## src/rtl/gearbox_pack_if.sv

```systemverilog
// Stream bundle for gearbox_pack: narrow symbol input side and wide word output side.
// slave is the packer's view, master is the view of whoever feeds and drains it.
interface gearbox_pack_if #(
    parameter int IN_WIDTH  = 7,
    parameter int OUT_WIDTH = 32
);
    logic                 valid_in;
    logic                 ready_in;
    logic [IN_WIDTH-1:0]  data_in;
    logic                 first_in;
    logic                 last_in;
    logic                 valid_out;
    logic                 ready_out;
    logic [OUT_WIDTH-1:0] data_out;
    logic                 first_packet;
    logic                 last_packet;

    modport master (
        output valid_in, data_in, first_in, last_in, ready_out,
        input  ready_in, valid_out, data_out, first_packet, last_packet
    );

    modport slave (
        input  valid_in, data_in, first_in, last_in, ready_out,
        output ready_in, valid_out, data_out, first_packet, last_packet
    );
endinterface

```

## src/rtl/gearbox_pack.sv

```systemverilog
// Narrow-to-wide packer: IN_WIDTH-bit symbols, LSB-first, into zero-padded OUT_WIDTH-bit framed words.
// Define GEARBOX_PACK_OVERFLOW_EN to add a sticky overflow output for symbols offered while not ready.
module gearbox_pack #(
    parameter int IN_WIDTH  = 7,
    parameter int OUT_WIDTH = 32
) (
    input  logic          clk,
    input  logic          rst_n,
    gearbox_pack_if.slave bus
`ifdef GEARBOX_PACK_OVERFLOW_EN
    ,
    output logic          overflow
`endif
);
    localparam int ACC_W = OUT_WIDTH + IN_WIDTH - 1;
    localparam int CNT_W = $clog2(ACC_W + 1);
    localparam logic [CNT_W-1:0] OUT_CNT = CNT_W'(OUT_WIDTH);
    localparam logic [CNT_W-1:0] IN_CNT  = CNT_W'(IN_WIDTH);

    logic [ACC_W-1:0] acc_q, acc_d, sym_ext;
    logic [CNT_W-1:0] cnt_q, cnt_d, cnt_base;
    logic             flush_q, flush_d;
    logic             sof_q, sof_d;
    logic             valid_out, ready_in, last_word, push, pop;

    // ready_in depends on ready_out so a full word can drain and refill in one cycle.
    always_comb begin
        valid_out = (cnt_q >= OUT_CNT) || (flush_q && (cnt_q != '0));
        last_word = valid_out && flush_q && (cnt_q <= OUT_CNT);
        pop       = valid_out && bus.ready_out;
        ready_in  = !flush_q && ((cnt_q < OUT_CNT) || pop);
        push      = bus.valid_in && ready_in;
    end

    assign bus.valid_out    = valid_out;
    assign bus.ready_in     = ready_in;
    assign bus.data_out     = acc_q[OUT_WIDTH-1:0];
    assign bus.first_packet = valid_out && sof_q;
    assign bus.last_packet  = last_word;

    // Bits above cnt are kept zero, so inserting a symbol is a plain OR at the fill point.
    always_comb begin
        acc_d    = acc_q;
        cnt_d    = cnt_q;
        flush_d  = flush_q;
        sof_d    = sof_q;
        cnt_base = cnt_q;
        sym_ext  = ACC_W'(bus.data_in);
        if (pop) begin
            sof_d = 1'b0;
            if (last_word) begin
                acc_d    = '0;
                cnt_base = '0;
                flush_d  = 1'b0;
            end else begin
                acc_d    = acc_q >> OUT_WIDTH;
                cnt_base = (cnt_q >= OUT_CNT) ? (cnt_q - OUT_CNT) : '0;
            end
            cnt_d = cnt_base;
        end
        if (push) begin
            acc_d = acc_d | (sym_ext << cnt_base);
            cnt_d = cnt_base + IN_CNT;
            if (bus.first_in) begin
                sof_d = 1'b1;
            end
            if (bus.last_in) begin
                flush_d = 1'b1;
            end
        end
    end

    always_ff @(posedge clk) begin
        if (!rst_n) begin
            acc_q   <= '0;
            cnt_q   <= '0;
            flush_q <= 1'b0;
            sof_q   <= 1'b0;
        end else begin
            acc_q   <= acc_d;
            cnt_q   <= cnt_d;
            flush_q <= flush_d;
            sof_q   <= sof_d;
        end
    end

`ifdef GEARBOX_PACK_OVERFLOW_EN
    logic overflow_q;

    always_ff @(posedge clk) begin
        if (!rst_n) begin
            overflow_q <= 1'b0;
        end else if (bus.valid_in && !ready_in) begin
            overflow_q <= 1'b1;
        end
    end

    assign overflow = overflow_q;
`endif
endmodule

```

## src/flat_wrapper.sv

```systemverilog
// flat-port wrapper written by rule: the top's interface ports become plain ports
module gearbox_pack_flat 
#(
    parameter int IN_WIDTH  = 7,
    parameter int OUT_WIDTH = 32
)
  (clk, rst_n, bus_valid_in, bus_data_in, bus_first_in, bus_last_in, bus_ready_out, bus_ready_in, bus_valid_out, bus_data_out, bus_first_packet, bus_last_packet);
  gearbox_pack_if #(.IN_WIDTH(IN_WIDTH), .OUT_WIDTH(OUT_WIDTH)) bus_i ();
  input  logic clk;
  input  logic rst_n;
  input wire logic [$bits(bus_i.valid_in)-1:0] bus_valid_in;
  input wire logic [$bits(bus_i.data_in)-1:0] bus_data_in;
  input wire logic [$bits(bus_i.first_in)-1:0] bus_first_in;
  input wire logic [$bits(bus_i.last_in)-1:0] bus_last_in;
  input wire logic [$bits(bus_i.ready_out)-1:0] bus_ready_out;
  output wire logic [$bits(bus_i.ready_in)-1:0] bus_ready_in;
  output wire logic [$bits(bus_i.valid_out)-1:0] bus_valid_out;
  output wire logic [$bits(bus_i.data_out)-1:0] bus_data_out;
  output wire logic [$bits(bus_i.first_packet)-1:0] bus_first_packet;
  output wire logic [$bits(bus_i.last_packet)-1:0] bus_last_packet;
  assign bus_i.valid_in = bus_valid_in;
  assign bus_i.data_in = bus_data_in;
  assign bus_i.first_in = bus_first_in;
  assign bus_i.last_in = bus_last_in;
  assign bus_i.ready_out = bus_ready_out;
  assign bus_ready_in = bus_i.ready_in;
  assign bus_valid_out = bus_i.valid_out;
  assign bus_data_out = bus_i.data_out;
  assign bus_first_packet = bus_i.first_packet;
  assign bus_last_packet = bus_i.last_packet;
  gearbox_pack #(.IN_WIDTH(IN_WIDTH), .OUT_WIDTH(OUT_WIDTH)) u_core (.clk(clk), .rst_n(rst_n), .bus(bus_i));
endmodule
```

## config.mk

```make
export PLATFORM = sky130hd
export DESIGN_NAME = gearbox_pack_flat
export DESIGN_NICKNAME = d
export VERILOG_FILES = /design/src/rtl/gearbox_pack_if.sv /design/src/rtl/gearbox_pack.sv /design/src/flat_wrapper.sv
export SDC_FILE = /design/constraint.sdc
export NUM_CORES = 1
export LEC_CHECK = 0
export ABC_AREA = 1
export CAP_MARGIN = 20
export CORE_UTILIZATION = 47
export CTS_CLUSTER_SIZE = 8
export DETAILED_ROUTE_END_ITERATION = 12
export GPL_TIMING_DRIVEN = 0
export PLACE_DENSITY = 0.75
export SLEW_MARGIN = 20
export SYNTH_ARGS = -nofsm -noshare
export SYNTH_HDL_FRONTEND = slang
export SYNTH_SLANG_ARGS = --single-unit
```

## constraint.sdc

```tcl
create_clock -name clk -period 1.6 [get_ports clk]
set_clock_uncertainty 0.2 [all_clocks]
set_input_delay 0.32 -clock clk [delete_from_list [all_inputs] [get_ports clk]]
set_output_delay 0.32 -clock clk [all_outputs]
set_load 0.02 [all_outputs]
```

== Yosys cells after proc, flatten, opt, wreduce, memory -nomap -nowiden ==
Cells that the tools add are included.

* Flip-flop bits (word level): 46
* Input bits: 13
* Output and inout port bits: 36
* Word-level logic and storage cells: 36

* Shift operators: 1
* Multiplexer cells: 14
* $add $sub $neg: 2
* Reductions and logical operators: 11
* Bitwise operators: 1
* Magnitude comparators: 3

{| class="wikitable"
|+ Operators by type and width
! cell !! number
|-
| 2-to-1 mux 38 bit || 2
|-
| bitwise OR 38 bit || 1
|-
| << shifter 7 x 6 -> 38 bit || 1
|-
| 2-to-1 mux 6 bit || 5
|-
| logical AND 1 bit || 7
|-
| 2-to-1 mux 1 bit || 7
|-
| adder 6 x 3 -> 6 bit, second input constant || 1
|-
| greater-or-equal comparator 6 bit, second input constant || 1
|-
| <= comparator 6 bit, second input constant || 1
|-
| less-than comparator 6 bit, second input constant || 1
|-
| nonzero test 6 bit || 1
|-
| subtractor 6 bit, second input constant || 1
|-
| logical OR 1 bit || 2
|-
| zero test 1 bit || 1
|}

== Longest topological paths before layout ==
Gate-level depths: netlist of run 1.

* Depth in word-level cells: 10
* Mapped depth: 15
* Mapped depth without buffers: 13

== Worst setup path before layout of run 1 ==
OpenSTA, ideal clock, no wires.

* Kind: flip-flop to flip-flop
* From: register u_core.cnt_q[5]
* To: register u_core.acc_q[22]
* Library setup time: 0.070 ns
* Data required time: 1.330 ns
* Cell stages (with the launch flop): 11
* Data arrival time: 1.762 ns
* Buffers on the path: 1
* Period minus slack after synthesis: 2.032 ns
* Setup slack: -0.432 ns
* Cell sequence: dfxtp_1 > inv_2 > nor2_1 > nor2_1 > nand2_1 > inv_1 > nand2_4 > inv_2 > buf_4 > nand4_1 > a21oi_1

* Elaborated cells between the ends (all ways): 20
* Those cells by class: add/sub: 1; order compare: 3; shift: 1; mux: 5; bitwise: 1; reduce/logical: 9

{| class="wikitable"
|+ RTL lines
! what !! line !! text
|-
| from (decl) || gearbox_pack.sv:21 || <nowiki>logic [CNT_W-1:0] cnt_q, cnt_d, cnt_base;</nowiki>
|-
| from (signal assigned) || gearbox_pack.sv:81 || <nowiki>cnt_q <= cnt_d;</nowiki>
|-
| parallel branches: the longest is 4 deep, another holds greater-or-equal comparator 6 bit || - ||
|-
| logical OR 1 bit * || gearbox_pack.sv:31 || <nowiki>ready_in = !flush_q && ((cnt_q < OUT_CNT) || pop);</nowiki>
|-
| logical AND 1 bit * || gearbox_pack.sv:31 ||
|-
| named net bus_ready_in || flat_wrapper.sv:16 || <nowiki>output wire logic [$bits(bus_i.ready_in)-1:0] bus_ready_in;</nowiki>
|-
| logical AND 1 bit * || gearbox_pack.sv:32 || <nowiki>push = bus.valid_in && ready_in;</nowiki>
|-
| 2-to-1 mux 38 bit * || gearbox_pack.sv:61 || <nowiki>if (push) begin</nowiki>
|-
| to (signal assigned) || gearbox_pack.sv:75 || <nowiki>acc_q <= '0;</nowiki>
|-
| to (signal assigned) || gearbox_pack.sv:80 || <nowiki>acc_q <= acc_d;</nowiki>
|-
| to (decl) || gearbox_pack.sv:20 || <nowiki>logic [ACC_W-1:0] acc_q, acc_d, sym_ext;</nowiki>
|}

Mark *: on every way through the listed nets, which the timed path passes.
A chain may end at the register's enable or synchronous reset.

== Final worst setup path of run 1 ==
* From: register u_core.cnt_q[5]
* To: register u_core.acc_q[7]

* Word-level cells in the longest chain between the ends: 10
* Elaborated cells between the ends (all ways): 20
* Those cells by class: add/sub: 1; order compare: 3; shift: 1; mux: 5; bitwise: 1; reduce/logical: 9

{| class="wikitable"
|+ RTL lines
! what !! line
|-
| parallel branches: the longest is 9 deep, another holds greater-or-equal comparator 6 bit || -
|-
| 2-to-1 mux 38 bit * || gearbox_pack.sv:61
|}

Every way passes the cells marked *.

==> impl_metrics.ini, run 1 <==
[run_status]
status = complete, but fails checks
violations = setup timing

[layout]
seq_area_sq_um = 942.2
areaGrowthSynthToFinish_pct = 50.98
nNetsFinal = 472
insertedDiodeCount = 0
fillers = 447
drive_gt1_frac = 0.4270
final_cell_count_no_fill = 531
multi_input_area_sq_um = 1712

[sta]
worst_slack_ns = -0.5565
rsz0062_at_grt = yes
slew_headroom = 0.6086
clock.fmax_mhz = 463.7
fin_crit_ns = 2.156
worst_slew_pin_slew_ns = 0.5871
hold_viol = 0
setup_viol = 49
final_max_slew_viol_count = 0
fin_crit_sh = 1.348

[grt]
gr-max-usage-layer = met2
grt.total_usage = 0.2737
met1_usage = 0.3474
grt_first_pass_wirelength_um = 12790
grt_use_met2 = 0.4814
grt_pass1_vias = 2696
met3_usage = 0.03412
grt_max_degree = 15
globalRoute.totalOverflow = 0
antenna_found_initial = 0

[drt]
drtAntennaViolNets = 0
firstDrtPassIters = 4
wire_per_inst_um = 15.55
drtIter0Drc = 182
vias = 2816
viasPerCell = 5.303
routed_wl_um = 8259
drc = 0

[hold_path]
hold_path_class = reg2reg

[floorplan]
core_area_sq_um = 5507
dieArea_sq_um = 6036
start_util = 0.4890
pin_count = 49
rows = 27
die_x_um = 77.69
die_h_um = 77.69

[clocking]
clock_latency_ns = 0.30
cts.path.max_buffers = 2
clock-sinks = 46
root_buffer = clkbuf_8
cts.clk_slew.worst_paths_ns = 0.09
htree_levels = 2
cts_tree = built
cts_buffers = 5

[yosys]
mappedNetlistArea_sq_um = 2693
synth_largest_area_cell = dfxtp_1
syn-mean-instance-area_sq_um = 7.067
synth_seq_cells = 46
synth-edff-count = 0
synth_top_area_share = 0.3420
synth-async-reset-ratio = 0
synth_most_common_cell = nand2_1
yosysUniqueCellTypes = 31
yosys-top-cells-area = dfxtp_1, nand2_1, buf_4, nand3_1, a21oi_1
ys_top_cells_by_count = nand2_1, nand3_1, dfxtp_1, a21oi_1, buf_4
synth_nets = 395
syn_inst = 381
ys_seq_area_frac = 0.3420
yosys_warnings = 0
synthFlopType = dfxtp_1

[critical_path]
cp_max_fo = 6
start_kind = flip-flop
worstSetupPathType = reg2reg
crit_arrival_ns = 2.19
worstPathRequired_ns = 1.63
endpoint_kind = flip-flop

[flow_run]
cap_violations = 0

[pwr]
ir_drop_mv = 0.4027
p_leak_nw = 1.684
power_density_nw_per_um2 = 804.6

[placement]
io_buffers = 48
place_hpwl_um = 5668
place_ws_ns = -0.8807
gp_congestion = 0.9058
placed_cells = 501
## stage by stage
stage               utilization  hold slack (ns)  power (mW)  TNS [ns]  cell area (sq um)
global route             0.7382           0.2888       3.423    -24.79               4065
floorplan                     -           0.2353       1.952    -8.181               2789
CTS                      0.7039           0.2690       3.176    -17.51               3876
finish                   0.7382           0.2671       3.271    -20.80               4065
detailed placement       0.6101           0.2563       2.239    -32.94               3359
global placement         0.6101           0.2518       2.232    -31.56               3359
## cell usage in the layout (no fill, tap or decap), types with 3 or more instances in the layout
| cell | n |
|---|---|
| clkbuf_2 | 9 |
| clkbuf_8 | 7 |
| dfxtp_1 | 39 |
| o21ai_2 | 5 |
| nor2_2 | 3 |
| nand4_1 | 9 |
| dfxtp_4 | 5 |
| clkdlybuf4s15_1 | 23 |
| buf_6 | 18 |
| nand3_1 | 22 |
| nor2_1 | 10 |
| buf_12 | 3 |
| o21ai_1 | 3 |
| inv_1 | 10 |
| a31oi_1 | 3 |
| nand2_2 | 18 |
| nand2_1 | 84 |
| nor2_4 | 8 |
| a21oi_1 | 30 |
| a22oi_1 | 6 |
| buf_4 | 45 |
| nand3_4 | 5 |
| a21oi_2 | 11 |
| nand3_2 | 26 |
| buf_8 | 3 |
| nand2_4 | 7 |
| inv_4 | 5 |
| clkdlybuf4s50_1 | 11 |
| clkbuf_1 | 4 |
## layout make-up
| type | instances | area share |
|---|---|---|
| multi-input combinational | 264 | 0.4211 |
| sequential | 46 | 0.2318 |
| timing repair buffer | 71 | 0.1711 |
| buffer | 51 | 0.1053 |
| clock buffer | 7 | 0.02370 |
| inverter | 19 | 0.02278 |
| tap | 72 | 0.02216 |
| clock inverter | 1 | 0.002155 |
## kinds of logic after synthesis
| group | count (synthesis) | share of synthesized area |
|---|---|---|
| compound gates | 64 | 0.1306 |
| fa+ha+maj | 1 | 0.004646 |
| buf+inv | 71 | 0.1673 |
| flops | 46 | 0.3420 |
| simple gates | 199 | 0.3555 |
## registers in the layout (all words and copies together) (netlist names)
signal,cells
u_core.acc_q,38
u_core.cnt_q,6
u_core.flush_q,1
u_core.sof_q,1
## worst max-delay path: stages (launching register included)
cell and delay (ns):
dfxtp_4 0.39, nor2_4 0.05, nand3_2 0.10, nand2_4 0.08
buf_6 0.13, nand2_4 0.08, nand2_4 0.07, o21a_1 0.20
buf_6 0.15, nor2_4 0.22, buf_6 0.14, nand4_1 0.13
a21oi_2 0.15
## power by group
part           leakage [nW]  total [mW]  internal [mW]  switching (mW)
clock                0.0544       0.801          0.396           0.404
combinational          1.25        1.21          0.504           0.710
sequential            0.378        1.26           1.21          0.0479
## per-layer routing
metal	vias up	part of all wire
met3	13	0.034
li1	1390	-
met2	65	0.51
met4	0	0.019
met5	-	0
met1	1348	0.43
## what timing repair did
| action | in CTS | in global routing |
|---|---|---|
| pin swaps | 20 | 16 |
| hold buffers | 0 | 0 |
| buffers inserted | 19 | 2 |
| setup endpoints to repair | 82 | 80 |
| endpoints found under the hold margin | 0 | 0 |
| resized for setup | 132 | 80 |
| gates cloned | 2 | 2 |
## worst paths after layout
path / slack, ns / cells after the start / startpoint / to
min: 0.27 / 2 / u_core.acc_q[31]$_SDFF_PN0_ / u_core.acc_q[31]$_SDFF_PN0_
min reg2reg: 0.27 / 2 / u_core.acc_q[31]$_SDFF_PN0_ / u_core.acc_q[31]$_SDFF_PN0_
max reg2reg: -0.56 / 12 / u_core.cnt_q[5]$_SDFF_PN0_ / u_core.acc_q[7]$_SDFF_PN0_
max: -0.56 / 12 / u_core.cnt_q[5]$_SDFF_PN0_ / u_core.acc_q[7]$_SDFF_PN0_
No activity file was read; power rests on OpenSTA's default activity.
==> run 2, diff against run 1 <==
--- a/config.mk
+++ b/config.mk
@@ -7,12 +7,13 @@
 export LEC_CHECK = 0
 export ABC_AREA = 1
 export CAP_MARGIN = 20
-export CORE_UTILIZATION = 47
+export CORE_UTILIZATION = 40
 export CTS_CLUSTER_SIZE = 8
 export DETAILED_ROUTE_END_ITERATION = 12
 export GPL_TIMING_DRIVEN = 0
-export PLACE_DENSITY = 0.75
+export PLACE_DENSITY = 0.65
 export SLEW_MARGIN = 20
 export SYNTH_ARGS = -nofsm -noshare
 export SYNTH_HDL_FRONTEND = slang
 export SYNTH_SLANG_ARGS = --single-unit
+export TNS_END_PERCENT = 20
==> run 2 against run 1 <==
  * Maximum frequency rose by 2.9%
  * Highest routed layer unchanged
  * Critical path type unchanged
  * Register-to-register slack gained 0.06 ns
  * Critical path depth unchanged
  * Global-route usage fell by 5.2 points
  * Sequential share of layout area rose by 2.8 points
  * Final area is 11% lower
  * Sequential power about the same
  * The run ends with DRC, setup timing left
==> impl_metrics.ini, run 2 (synthesis gave the netlist of run 1 again) <==
[layout]
largestRegisters = u_core.acc_q (38), u_core.cnt_q (6)
insertedDiodeCount = 0
areaGrowthSynthToFinish_pct = 33.88
final_common_cell = nand2_1
largest_register_ffs = 38
final_area_sq_um = 3605
max_flop_register = u_core.acc_q
nNetsFinal = 454
drive_gt1_frac = 0.3909
final_cell_mix = nand2_1, buf_4, dfxtp_1, a21oi_1, nand3_1

[critical_path]
start_kind = flip-flop
rr_endpoint = u_core.acc_q[10]$_SDFF_PN0_
worstPathRequired_ns = 1.63
endpoint_kind = flip-flop
r2r_start = u_core.cnt_q[1]$_SDFF_PN0_
crit_arrival_ns = 2.13
cp_max_fo = 8
reg2reg_slack_ns = -0.50
worstSetupPathType = reg2reg
r2r_cells = 12

[clocking]
clock_latency_ns = 0.30
clock-sinks = 46
cts_tree = built
cts_hold_buffers = 0
cts.clk_slew.worst_paths_ns = 0.08
htree_levels = 2
cts_buffers = 5
cts.path.max_buffers = 2
root_buffer = clkbuf_8

[drt]
vias = 2616
routed_wl_um = 7368
drtIter0Drc = 154
drc = 4
viasPerCell = 5.060
firstDrtPassIters = 8
drtAntennaViolNets = 0
wire_per_inst_um = 14.25

[grt]
globalRoute.totalOverflow = 0
grt.total_usage = 0.2215
antenna_found_initial = 0
grt_max_degree = 14
grt_pass1_vias = 2538
grt_first_pass_wirelength_um = 12320

[placement]
place_hpwl_um = 5630
gp_congestion = 0.8929
dpl_cell_area_sq_um = 3331
io_buffers = 48

[sta]
worst_slack_ns = -0.4960
hold_viol = 0
slew_headroom = 0.4645
fin_crit_ns = 2.096
fin_crit_sh = 1.310
worst_slew_pin_slew_ns = 0.7984
final_max_slew_viol_count = 0
final.setup.tns_ns = -18.70
clock.fmax_mhz = 477.1
rsz0062_at_grt = yes
setup_viol = 50

[hold_path]
hold_path_class = reg2reg
hold_depth = 2
min_from = u_core.acc_q[6]$_SDFF_PN0_
whs_endpoint = u_core.acc_q[6]$_SDFF_PN0_

[floorplan]
die_h_um = 84.05
start_util = 0.4192
die_x_um = 84.05
dieArea_sq_um = 7064
pin_count = 49
rows = 29
core_area_sq_um = 6422

[pwr]
swShare = 0.3536
ir_drop_mv = 0.3486
internal_power_mw = 1.942
power_density_nw_per_um2 = 833.3
p_seq_frac = 0.419
finalPower_mw = 3.004
p_switching_mw = 1.062
p_clk_frac = 0.231
p_comb_frac = 0.350
p_leak_nw = 1.547

[run_status]
violations = DRC, setup timing
status = complete, but fails checks

[flow_run]
cap_violations = 0
==> run 2: per-stage QoR <==
stage / hold slack, ns / utilization / worst slack [ns] / instances
6_report: 0.2694 / 0.5613 / -0.4960 / 517
5_1_grt: 0.2824 / 0.5613 / -0.6602 / 517
4_1_cts: 0.2683 / 0.5435 / -0.4603 / 515
3_5_place_dp: 0.2547 / 0.5186 / -0.7980 / 506
3_3_place_gp: 0.2534 / 0.5186 / -0.7673 / 506
2_1_floorplan: 0.2362 / - / -0.2252 / 381
==> run 2: cell type report <==
type	count	area (sq um)
fillers	672	2818
flip-flops and latches	46	935.9
multi-input cells	264	1548
clock inverters	1	7.507
well taps	77	96.34
inverters	19	83.83
clock buffers	6	72.57
plain buffers	51	425.4
repair buffers	53	435.4
==> run 2: worst max path at each step <==
stage                     slack [ns]                       start                     endpoint  cells past startpoint
after CTS                      -0.46  u_core.cnt_q[0]$_SDFF_PN0_  u_core.acc_q[26]$_SDFF_PN0_                     12
after detailed placement       -0.80               bus_ready_out  u_core.acc_q[24]$_SDFF_PN0_                     10
after floorplan                -0.23  u_core.cnt_q[0]$_SDFF_PN0_  u_core.acc_q[10]$_SDFF_PN0_                     13
final                          -0.50  u_core.cnt_q[1]$_SDFF_PN0_  u_core.acc_q[10]$_SDFF_PN0_                     12
after global placement         -0.77               bus_ready_out  u_core.acc_q[34]$_SDFF_PN0_                      9
after global routing           -0.66  u_core.cnt_q[1]$_SDFF_PN0_  u_core.acc_q[10]$_SDFF_PN0_                     12
==> run 2: repair_timing <==
item / CTS / global route
setup buffers: 3 / 2
setup endpoints to repair: 82 / 50
resized for setup: 106 / 25
pin swaps: 16 / 9
==> run 2: worst max-delay path, stage by stage (launching register included) <==
cell and delay [ns]:
dfxtp_2 0.36, nor2_4 0.14, nand3_2 0.11, nand2_4 0.10, inv_4 0.04, nand3_4 0.11
nand2_4 0.10, buf_8 0.15, o211ai_1 0.23, nand3_1 0.17, nand2_2 0.11, nand3_1 0.07
a21oi_1 0.13
==> run 2: power by group through the flow <==
stage | clock [mW] | combinational [mW] | sequential [mW]
floorplan | 0 | 0.666 | 1.27
global placement | 0 | 0.931 | 1.28
detailed placement | 0 | 0.938 | 1.28
CTS | 0.726 | 0.996 | 1.26
global route | 0.765 | 1.15 | 1.27
finish | 0.693 | 1.05 | 1.26
==> run 2: routing by layer <==
layer  track usage  up-vias  wire length [um]
met5             0        -                 0
met4       0.07524        0               136
met3       0.03660       13               234
met2        0.3458       50              3238
met1        0.3089     1198              3759
li1              -     1355                 -
==> run 3, diff against run 2 <==
--- a/config.mk
+++ b/config.mk
@@ -6,6 +6,7 @@
 export NUM_CORES = 1
 export LEC_CHECK = 0
 export ABC_AREA = 1
+export ABC_CLOCK_PERIOD_IN_PS = 1600
 export CAP_MARGIN = 20
 export CORE_UTILIZATION = 40
 export CTS_CLUSTER_SIZE = 8
==> results of run 3 <==
The final DEF is identical to that of run 2; final timing and power are the same.
